$ cat src/rtl/game_referee_pkg.sv
// game_referee_pkg: shared definitions for the game referee slice.
// Holds the state encodings, tile coordinate widths and the level ceiling.
package game_referee_pkg;

   typedef enum logic [1:0] {
      STATE_PLAY     = 2'd0,
      STATE_HIT      = 2'd1,
      STATE_GAMEOVER = 2'd2
   } state_t;

   localparam int TILE_X_W  = 5;
   localparam int TILE_Y_W  = 4;
   localparam int LEVEL_W   = 4;
   localparam int LIVES_W   = 2;
   localparam int LEVEL_MAX = 15;

   // Level counter increment that sticks at LEVEL_MAX.
   function automatic logic [LEVEL_W-1:0] level_sat_inc(input logic [LEVEL_W-1:0] lvl);
      return (lvl == LEVEL_W'(LEVEL_MAX)) ? lvl : lvl + LEVEL_W'(1);
   endfunction

endpackage

$ cat src/rtl/game_referee_obstacle_scanner.sv
// game_referee_obstacle_scanner: walks one obstacle slot per clock and
// raises a one-cycle hit strobe the cycle after a slot overlaps the player.
// The index is held at 0 whenever i_enable is low.
module game_referee_obstacle_scanner
   import game_referee_pkg::*;
#(
   parameter int NUM_OBST = 8
) (
   input  logic                         i_Clk,
   input  logic                         i_reset,
   input  logic                         i_enable,
   input  logic [TILE_X_W-1:0]          i_player_x,
   input  logic [TILE_Y_W-1:0]          i_player_y,
   input  logic [TILE_X_W*NUM_OBST-1:0] i_obst_x,
   input  logic [TILE_Y_W*NUM_OBST-1:0] i_obst_y,
   input  logic [NUM_OBST-1:0]          i_obst_valid,
   output logic                         o_hit_strobe
);

   localparam int IDX_W = (NUM_OBST > 1) ? $clog2(NUM_OBST) : 1;

   logic [IDX_W-1:0]    idx;
   logic [TILE_X_W-1:0] sel_x;
   logic [TILE_Y_W-1:0] sel_y;
   logic                sel_valid;
   logic                match;

   // Slot mux: pick the obstacle addressed by the current scan index.
   always_comb begin
      sel_x     = '0;
      sel_y     = '0;
      sel_valid = 1'b0;
      for (int k = 0; k < NUM_OBST; k++) begin
         if (idx == IDX_W'(k)) begin
            sel_x     = i_obst_x[k*TILE_X_W +: TILE_X_W];
            sel_y     = i_obst_y[k*TILE_Y_W +: TILE_Y_W];
            sel_valid = i_obst_valid[k];
         end
      end
   end

   assign match = sel_valid && (sel_x == i_player_x) && (sel_y == i_player_y);

   // Scan index and registered hit strobe; both cleared while disabled.
   always_ff @(posedge i_Clk) begin
      if (i_reset) begin
         idx          <= '0;
         o_hit_strobe <= 1'b0;
      end else if (i_enable) begin
         idx          <= (idx == IDX_W'(NUM_OBST-1)) ? '0 : idx + IDX_W'(1);
         o_hit_strobe <= match;
      end else begin
         idx          <= '0;
         o_hit_strobe <= 1'b0;
      end
   end

endmodule

$ cat src/rtl/game_referee.sv
// game_referee: game-rule stage behind the player block. Detects
// player/obstacle overlap, tracks level and lives, drives the hit flash and
// the return-to-origin pulse. o_state exposes the FSM state directly.
// Optional feature macro: GAME_REFEREE_LIVES_EN (lives counting and the
// GAMEOVER state). Without it lives are fixed and HIT always returns to PLAY.
module game_referee
   import game_referee_pkg::*;
#(
   parameter int NUM_OBST   = 8,
   parameter int HIT_CYCLES = 25_000_000,
   parameter int FLASH_DIV  = 3_125_000,
   parameter int LIVES_INIT = 3
) (
   input  logic                         i_Clk,
   input  logic                         i_reset,
   input  logic [4:0]                   i_player_x,
   input  logic [3:0]                   i_player_y,
   input  logic [5*NUM_OBST-1:0]        i_obst_x,
   input  logic [4*NUM_OBST-1:0]        i_obst_y,
   input  logic [NUM_OBST-1:0]          i_obst_valid,
   input  logic                         i_start,
   output logic [1:0]                   o_state,
   output logic [1:0]                   o_lives,
   output logic [3:0]                   o_level,
   output logic                         o_level_up,
   output logic                         o_player_reset,
   output logic                         o_flash
);

   localparam int TIMER_W = (HIT_CYCLES > 1) ? $clog2(HIT_CYCLES) : 1;
   localparam int FDIV_W  = (FLASH_DIV > 1) ? $clog2(FLASH_DIV) : 1;

   state_t               state;
   state_t               state_next;
   logic                 hit_strobe;
   logic                 goal_q;
   logic                 goal_q2;
   logic                 goal_edge;
   logic                 hit_take;
   logic                 hit_done;
   logic                 restart_take;
   logic                 restart_pulse;
   logic [TIMER_W-1:0]   timer;
   logic [FDIV_W-1:0]    fcnt;
   logic [LEVEL_W-1:0]   level;

   game_referee_obstacle_scanner #(
      .NUM_OBST (NUM_OBST)
   ) u_scanner (
      .i_Clk        (i_Clk),
      .i_reset      (i_reset),
      .i_enable     (state == STATE_PLAY),
      .i_player_x   (i_player_x),
      .i_player_y   (i_player_y),
      .i_obst_x     (i_obst_x),
      .i_obst_y     (i_obst_y),
      .i_obst_valid (i_obst_valid),
      .o_hit_strobe (hit_strobe)
   );

   // A goal edge in the same cycle as a hit strobe wins; the hit is dropped.
   assign goal_edge    = goal_q & ~goal_q2;
   assign hit_take     = (state == STATE_PLAY) && hit_strobe && !goal_edge;
   assign hit_done     = (state == STATE_HIT) && (timer == '0);
   assign restart_take = (state == STATE_GAMEOVER) && i_start;

   // FSM state register.
   always_ff @(posedge i_Clk) begin
      if (i_reset) state <= STATE_PLAY;
      else         state <= state_next;
   end

`ifdef GAME_REFEREE_LIVES_EN
   logic [LIVES_W-1:0] lives;

   // Lives: lose one on entering HIT, refill on restart, never below zero.
   always_ff @(posedge i_Clk) begin
      if (i_reset)                          lives <= LIVES_W'(LIVES_INIT);
      else if (hit_take && lives != '0)     lives <= lives - LIVES_W'(1);
      else if (restart_take)                lives <= LIVES_W'(LIVES_INIT);
   end

   assign o_lives = lives;
`else
   assign o_lives = LIVES_W'(LIVES_INIT);
`endif

   // FSM next-state: HIT exits to GAMEOVER only when lives are exhausted.
   always_comb begin
      state_next = state;
      case (state)
         STATE_PLAY: begin
            if (hit_take) state_next = STATE_HIT;
         end
         STATE_HIT: begin
            if (hit_done) begin
`ifdef GAME_REFEREE_LIVES_EN
               state_next = (lives == '0) ? STATE_GAMEOVER : STATE_PLAY;
`else
               state_next = STATE_PLAY;
`endif
            end
         end
         STATE_GAMEOVER: begin
            if (restart_take) state_next = STATE_PLAY;
         end
         default: state_next = STATE_PLAY;
      endcase
   end

   // Goal edge detect and level counter; goals outside PLAY are ignored.
   always_ff @(posedge i_Clk) begin
      if (i_reset) begin
         goal_q        <= 1'b0;
         goal_q2       <= 1'b0;
         level         <= '0;
         o_level_up    <= 1'b0;
         restart_pulse <= 1'b0;
      end else begin
         goal_q        <= (i_player_y == '0);
         goal_q2       <= goal_q;
         o_level_up    <= 1'b0;
         restart_pulse <= 1'b0;
         if ((state == STATE_PLAY) && goal_edge) begin
            o_level_up <= 1'b1;
            level      <= level_sat_inc(level);
         end else if (restart_take) begin
            level         <= '0;
            restart_pulse <= 1'b1;
         end
      end
   end

   // Hit timer and flash divider; flash ends lit only when entering GAMEOVER.
   always_ff @(posedge i_Clk) begin
      if (i_reset) begin
         timer   <= '0;
         fcnt    <= '0;
         o_flash <= 1'b0;
      end else if (hit_take) begin
         timer   <= TIMER_W'(HIT_CYCLES-1);
         fcnt    <= '0;
         o_flash <= 1'b1;
      end else if (state == STATE_HIT) begin
         if (timer == '0) begin
            o_flash <= (state_next == STATE_GAMEOVER);
         end else begin
            timer <= timer - TIMER_W'(1);
            if (fcnt == FDIV_W'(FLASH_DIV-1)) begin
               fcnt    <= '0;
               o_flash <= ~o_flash;
            end else begin
               fcnt <= fcnt + FDIV_W'(1);
            end
         end
      end else if (restart_take) begin
         o_flash <= 1'b0;
      end
   end

   // Player return pulse: last HIT cycle, or the cycle after a restart.
   assign o_player_reset = hit_done | restart_pulse;
   assign o_state        = state;
   assign o_level        = level;

endmodule

$ cat config.mk
export PLATFORM = sky130hd
export DESIGN_NAME = game_referee
export DESIGN_NICKNAME = d
export VERILOG_FILES = /design/src/rtl/game_referee_pkg.sv /design/src/rtl/game_referee_obstacle_scanner.sv /design/src/rtl/game_referee.sv
export SDC_FILE = /design/constraint.sdc
export NUM_CORES = 1
export LEC_CHECK = 0
export ABC_AREA = 1
export BUFFER_PORTS_ARGS = -buffer_cell sky130_fd_sc_hd__buf_2
export CAP_MARGIN = 20
export CORE_UTILIZATION = 40
export CTS_CLUSTER_SIZE = 8
export DETAILED_ROUTE_END_ITERATION = 10
export GPL_TIMING_DRIVEN = 0
export HOLD_SLACK_MARGIN = 0.12
export MAX_ROUTING_LAYER = met4
export PLACE_DENSITY_LB_ADDON = 0.1
export RECOVER_POWER = 50
export SYNTH_ARGS = -nofsm -noshare
export SYNTH_HDL_FRONTEND = slang
export SYNTH_SLANG_ARGS = --single-unit
$ cat constraint.sdc
create_clock -name i_Clk -period 4.7 [get_ports i_Clk]
set_input_delay 0.705 -clock i_Clk [delete_from_list [all_inputs] [get_ports i_Clk]]
set_output_delay 0.705 -clock i_Clk [all_outputs]
set_load 0.01 [all_outputs]
Yosys cells after proc, flatten, opt, wreduce, memory -nomap -nowiden
Index checks and enable logic that the tools add are counted.
{"block": "op_classes", "add_sub_neg": 4, "eq_ne": 17, "n_mux": 42, "bitwise_logic": 6, "reduce_logical": 23}
{"op": "25-bit two-way mux", "n": 3}
{"op": "4-bit two-way mux", "n": 11}
{"op": "5-bit two-way mux", "n": 8}
{"op": "25-bit logical NOT", "n": 1}
{"op": "25-bit by 1-bit subtractor with 25-bit output, second input constant", "n": 1}
{"op": "22-bit by 1-bit adder with 22-bit output, second input constant", "n": 1}
{"op": "22-bit == test, second input constant", "n": 1}
{"op": "22-bit two-way mux", "n": 1}
{"op": "1-bit two-way mux", "n": 15}
{"op": "3-bit == test, second input constant", "n": 4}
{"op": "2-bit AND reduction", "n": 4}
{"op": "1-bit logical AND", "n": 7}
{"op": "3-bit by 2-bit == test with 1-bit output, second input constant", "n": 2}
{"op": "2-bit two-way mux", "n": 3}
{"op": "2-bit one-hot mux with 3 select lines", "n": 1}
{"op": "2-bit OR reduction", "n": 3}
{"op": "5-bit == test", "n": 1}
{"op": "4-bit by 1-bit adder with 4-bit output, second input constant", "n": 1}
{"op": "2-bit == test, second input constant", "n": 2}
{"op": "4-bit == test", "n": 1}
{"op": "4-bit == test, second input constant", "n": 1}
{"op": "4-bit logical NOT", "n": 1}
{"op": "2-bit inequality test, second input constant", "n": 2}
{"op": "4-bit by 2-bit inequality test with 1-bit output, second input constant", "n": 1}
{"op": "12 further kinds", "n": 16}
{"block": "word_totals", "register_bits": 62, "out_inout_bits": 11}

Depth between registers and ports, before layout
{"block": "logic_depth", "depth_word": 12, "mapped_depth": 19, "mapped_depth_nobuf": 19}

Modules after synthesis
From an unflattened synthesis, not the netlist that was laid out.
{"block": "hier_totals", "hier_cells": 895, "hier_area_um2": 5165.0}
{"mod": "game_referee", "instances": 1, "cells_per_inst": 592, "area_each_um2": 3713.6}
{"mod": "game_referee_obstacle_scanner", "instances": 1, "cells_per_inst": 303, "area_each_um2": 1451.4}

Worst setup path after synthesis
OpenSTA, ideal clock, no wires.
{"block": "synth_timing", "kind": "flip-flop to output port", "start": "reg timer[0]", "end": "out o_player_reset", "arrival_ns": 1.180, "path_slack_ns": 2.815, "path_stages_with_launch": 7, "path_cell_list": "dfxtp_1 -> inv_1 -> ha_1 -> nand3_2 -> nor2_2 -> nand4_4 -> o21bai_1"}
{"block": "synth_between", "elab_chain_cells": 3}
{"element": "start, declared", "line_no": "game_referee.sv:43", "source": "logic [TIMER_W-1:0] timer;"}
{"element": "start signal, assigned", "line_no": "game_referee.sv:141", "source": "timer <= TIMER_W'(HIT_CYCLES-1);"}
{"element": "start signal, assigned", "line_no": "game_referee.sv:148", "source": "timer <= timer - TIMER_W'(1);"}
{"element": "25-bit logical NOT", "line_no": "game_referee.sv:64", "source": "assign hit_done = (state == STATE_HIT) && (timer == '0);"}
{"element": "1-bit logical AND", "line_no": "game_referee.sv:64"}
{"element": "1-bit bitwise OR", "line_no": "game_referee.sv:162", "source": "assign o_player_reset = hit_done | restart_pulse;"}
{"element": "end, declared", "line_no": "game_referee.sv:26", "source": "output logic o_player_reset,"}
Every way passes these cells.

Final worst setup path
{"block": "layout_timing", "start": "reg timer[5]", "end": "reg timer[0]"}
{"block": "layout_between", "elab_chain_cells": 3}
{"element": "25-bit logical NOT", "line_no": "game_referee.sv:145", "source": "if (timer == '0) begin"}
{"element": "2-bit inequality test (no line)"}
{"element": "2-bit AND reduction (no line)"}
Every way passes these cells.
A chain may end at the register's enable or synchronous reset.

==> qor.log <==
[logic_synthesis] post-synthesis cell count 785
[setup_path] kind of critical path reg2reg
[timing] Worst slew margin 58.4%
[logic_synthesis] mean instance size in the synthesized netlist 5.97 sq um
[grt] grt ovf 0
[timing] max-slew violations 0
[flow_run] reported max-cap violation count 0
[power] peak ir drop on the vdd network 203 uV
[cells_and_area] area occupied by registers 1240 sq um
[logic_synthesis] EDFF count, synth 0
[die] Core Region 11,400 sq um
[cells_and_area] fraction of final layout cells with drive strength greater than 1 18.0%
[power] portion of total power attributed to combinational logic 16.6%
[logic_synthesis] most frequent cell after synthesis sky130_fd_sc_hd__nand2_1
[timing] clock skew 6.61 ps
[placed_design] estimated wirelength of the detail-placed design 10,600 um
[cts] maximum clock insertion buffer count 2
[drt] DRT iter0 DRCs 257
[power] internal power component 1.09 mW
[timing] final critical path time including I/O delays and setup 3230 ps
[cts] clock tree from TritonCTS done
[power] PwrDens 268 nW/um^2
[logic_synthesis] post-synth top area share 26.5%
[cts] clock transition time at the flip-flop clock pins of the worst setup and hold paths 60 ps
[logic_synthesis] main flop type after synthesis sky130_fd_sc_hd__dfxtp_1
[logic_synthesis] cells taking the most area after synthesis sky130_fd_sc_hd__dfxtp_1 26%, sky130_fd_sc_hd__nand2_1 18%, sky130_fd_sc_hd__inv_1 9.4%
[logic_synthesis] largest area contributor in the synthesized netlist sky130_fd_sc_hd__dfxtp_1
[power] switching fraction of total power 27.4%
[drt] drt wl/cell 12.6 um
[cells_and_area] footprint of the multi-input gates 2810 sq um
[drt] remaining antenna violation count after routing 0
[drt] total via count after detailed routing 5,117
[cells_and_area] # nets final 999
[logic_synthesis] count of warnings emitted by yosys 0
[logic_synthesis] number of unique standard cell types used by synthesis 46
[power] Switch Pwr 0.412 mW
[cts] Num CTS Buffers 9
[logic_synthesis] sequential share of the synthesized area 26.5%
[grt] via count of the first global-routing pass 4,929
[setup_path] crit start category register
[status] status finished clean
[cts] Post CTS Setup Buffer Count 0
[logic_synthesis] post-synthesis sequential element count 62
[cts] Clock Tree Root sky130_fd_sc_hd__clkbuf_16
[drt] count of unresolved DRC violations after routing 0
[die] total I/O pin count 103
[drt] number of iterations in the first detailed-routing pass 5
[timing] final worst path period share 68.7%
[drt] drt via density 4.90
[grt] wire length of the first global-routing pass 21,900 um
[timing] final worst slack 1470 ps
[placed_design] count of buffers inserted at the top-level ports 100
[placed_design] Place WS 2420 ps
[power] fraction of power consumed by sequential logic 35.3%
[cts] CTS H-tree depth 3
[setup_path] endpoint arrival time on the critical path 3440 ps
[cts] TritonCTS Sinks 62
[timing] setup repair after global routing missed its margin false
[die] site row count 39
[timing] worst slew pin tran 624 ps
[setup_path] largest fanout on the critical path 10
[cells_and_area] count of filler cells inserted in the layout 1,267
[grt] number of antenna violations at the first check in global routing 0
[cells_and_area] area added between synthesis and finish 19.9%
[logic_synthesis] async set-reset flop share out of synthesis 0%
[setup_path] critical path data required time 4910 ps
[min_path] type of the tightest min-delay check reg2reg
[cts] CTS-repair resized insts 0
[drt] Total Routed Length 13,100 um
[power] static leakage 2.99 nW
[logic_synthesis] most instantiated cells after synthesis 224 x sky130_fd_sc_hd__nand2_1, 118 x sky130_fd_sc_hd__inv_1, 99 x sky130_fd_sc_hd__nor2_1, 70 x sky130_fd_sc_hd__nand3_1, 62 x sky130_fd_sc_hd__dfxtp_1
[setup_path] CP endpoint kind register
[timing] final setup violating endpoints 0
[timing] highest clock frequency the design can meet 0.310 GHz
[cts] Clk Latency, worst-skew pair 340 ps
[power] Clk pwr share 48.1%
[die] floorplan die width 110 um
[die] die footprint 12,200 sq um
[logic_synthesis] Mapped Area 4690 sq um
[cts] count of hold-fix buffers inserted at cts 0
[timing] number of endpoints with negative hold slack in the final report 0
[timing] worst hold slack across all endpoints 435 ps
[timing] TNS Setup 0 ps
[grt] pin count of the biggest net entering global routing 13
[die] die height 110 um
[placed_design] global placer's final weighted congestion 0.891
[die] starting utilization of the core area 41.1%
[grt] GRT Total Usage 23.9%
[cells_and_area] Ant. Diodes 0
-- layout make-up --
cell class / count / share of cell area (%)
plain buffers: 20 / 1.69
flip-flops and latches: 62 / 22.1
well taps: 143 / 3.18
repair buffers: 100 / 8.70
inverters: 128 / 8.59
multi-input cells: 576 / 50.0
clock buffers: 9 / 4.01
clock inverters: 7 / 1.74
-- layer usage --
| metal | global-route usage [%] | share of wire [%] | vias up |
|---|---|---|---|
| met2 | 39.9 | 47 | 155 |
| met1 | 28.6 | 46 | 2237 |
| met4 | 10.2 | 2.4 | 0 |
| met5 | - | 0 | - |
| met3 | 3.41 | 4.5 | 22 |
| li1 | - | - | 2703 |
-- worst paths after layout --
check | start | to | slack (ps) | cells after the start
hold reg to reg | goal_q | goal_q2 | 430 | 2
hold / removal | goal_q | goal_q2 | 430 | 2
setup reg to reg | timer[5] | timer[0] | 1470 | 12
setup / recovery | timer[5] | timer[0] | 1470 | 12
-- stage by stage --
| step | total power, mW | instance area, sq um | util (%) | std cells |
|---|---|---|---|---|
| after floorplan | 0.708 | 4690 | - | 786 |
| after global placement | 0.793 | 5370 | 47.0 | 1029 |
| after detailed placement | 0.797 | 5370 | 47.0 | 1029 |
| after CTS | 1.52 | 5690 | 49.9 | 1045 |
| after global routing | 1.58 | 5620 | 49.2 | 1045 |
| final | 1.51 | 5620 | 49.2 | 1045 |
-- critical path, stage by stage, from the launching register on --
cell and delay [ps]:
sky130_fd_sc_hd__dfxtp_1 340, sky130_fd_sc_hd__nor2_1 200, sky130_fd_sc_hd__nand2_1 160, sky130_fd_sc_hd__inv_1 120
sky130_fd_sc_hd__nand3_1 90, sky130_fd_sc_hd__nor2_2 90, sky130_fd_sc_hd__nand4_1 400, sky130_fd_sc_hd__nand2_1 320
sky130_fd_sc_hd__clkbuf_1 520, sky130_fd_sc_hd__clkbuf_1 500, sky130_fd_sc_hd__o21ai_0 150, sky130_fd_sc_hd__a21oi_1 150
sky130_fd_sc_hd__nor2_1 50
-- power by group through the flow --
stage          sequential [mW]  combinational, mW  clock [mW]
3_5_place_dp             0.544              0.253           0
3_3_place_gp             0.544              0.250           0
2_1_floorplan            0.543              0.164           0
6_report                 0.532              0.250       0.724
4_1_cts                  0.532              0.254       0.738
5_1_grt                  0.532              0.289       0.763
-- registers in the layout, summed over array words and instances, names as in the netlist --
register and flops:
u_scanner.o_hit_strobe 1, timer 25, o_state 2, o_level 4, fcnt 22, goal_q2 1
goal_q 1, restart_pulse 1, o_flash 1, o_level_up 1, u_scanner.idx 3
-- logic make-up after synthesis --
group / share of synthesized area, %
AO/OA/AOI/OAI: 9.71
XOR/XNOR: 2.43
AND/OR/NAND/NOR: 45.7
other: 0.0800
flip-flops: 26.5
buffers and inverters: 13.0
adder cells (fa/ha/maj): 2.67
-- cell usage in the layout, fill, tap and decap left out, drive strengths merged, types with 4 or more instances in the layout --
cell type,Yosys,final
o221ai,6,6
nand4,10,10
dfxtp,62,62
ha,10,10
a21oi,30,30
nand3,72,72
nor3,21,21
o31ai,6,6
inv,127,128
nor3b,4,4
clkbuf,6,29
o21ai,19,19
xor2,10,10
or2,18,18
nand2,229,229
nor4,9,9
nor2,110,110
buf,14,100
Note: power is estimated with default switching activity, not from simulation.
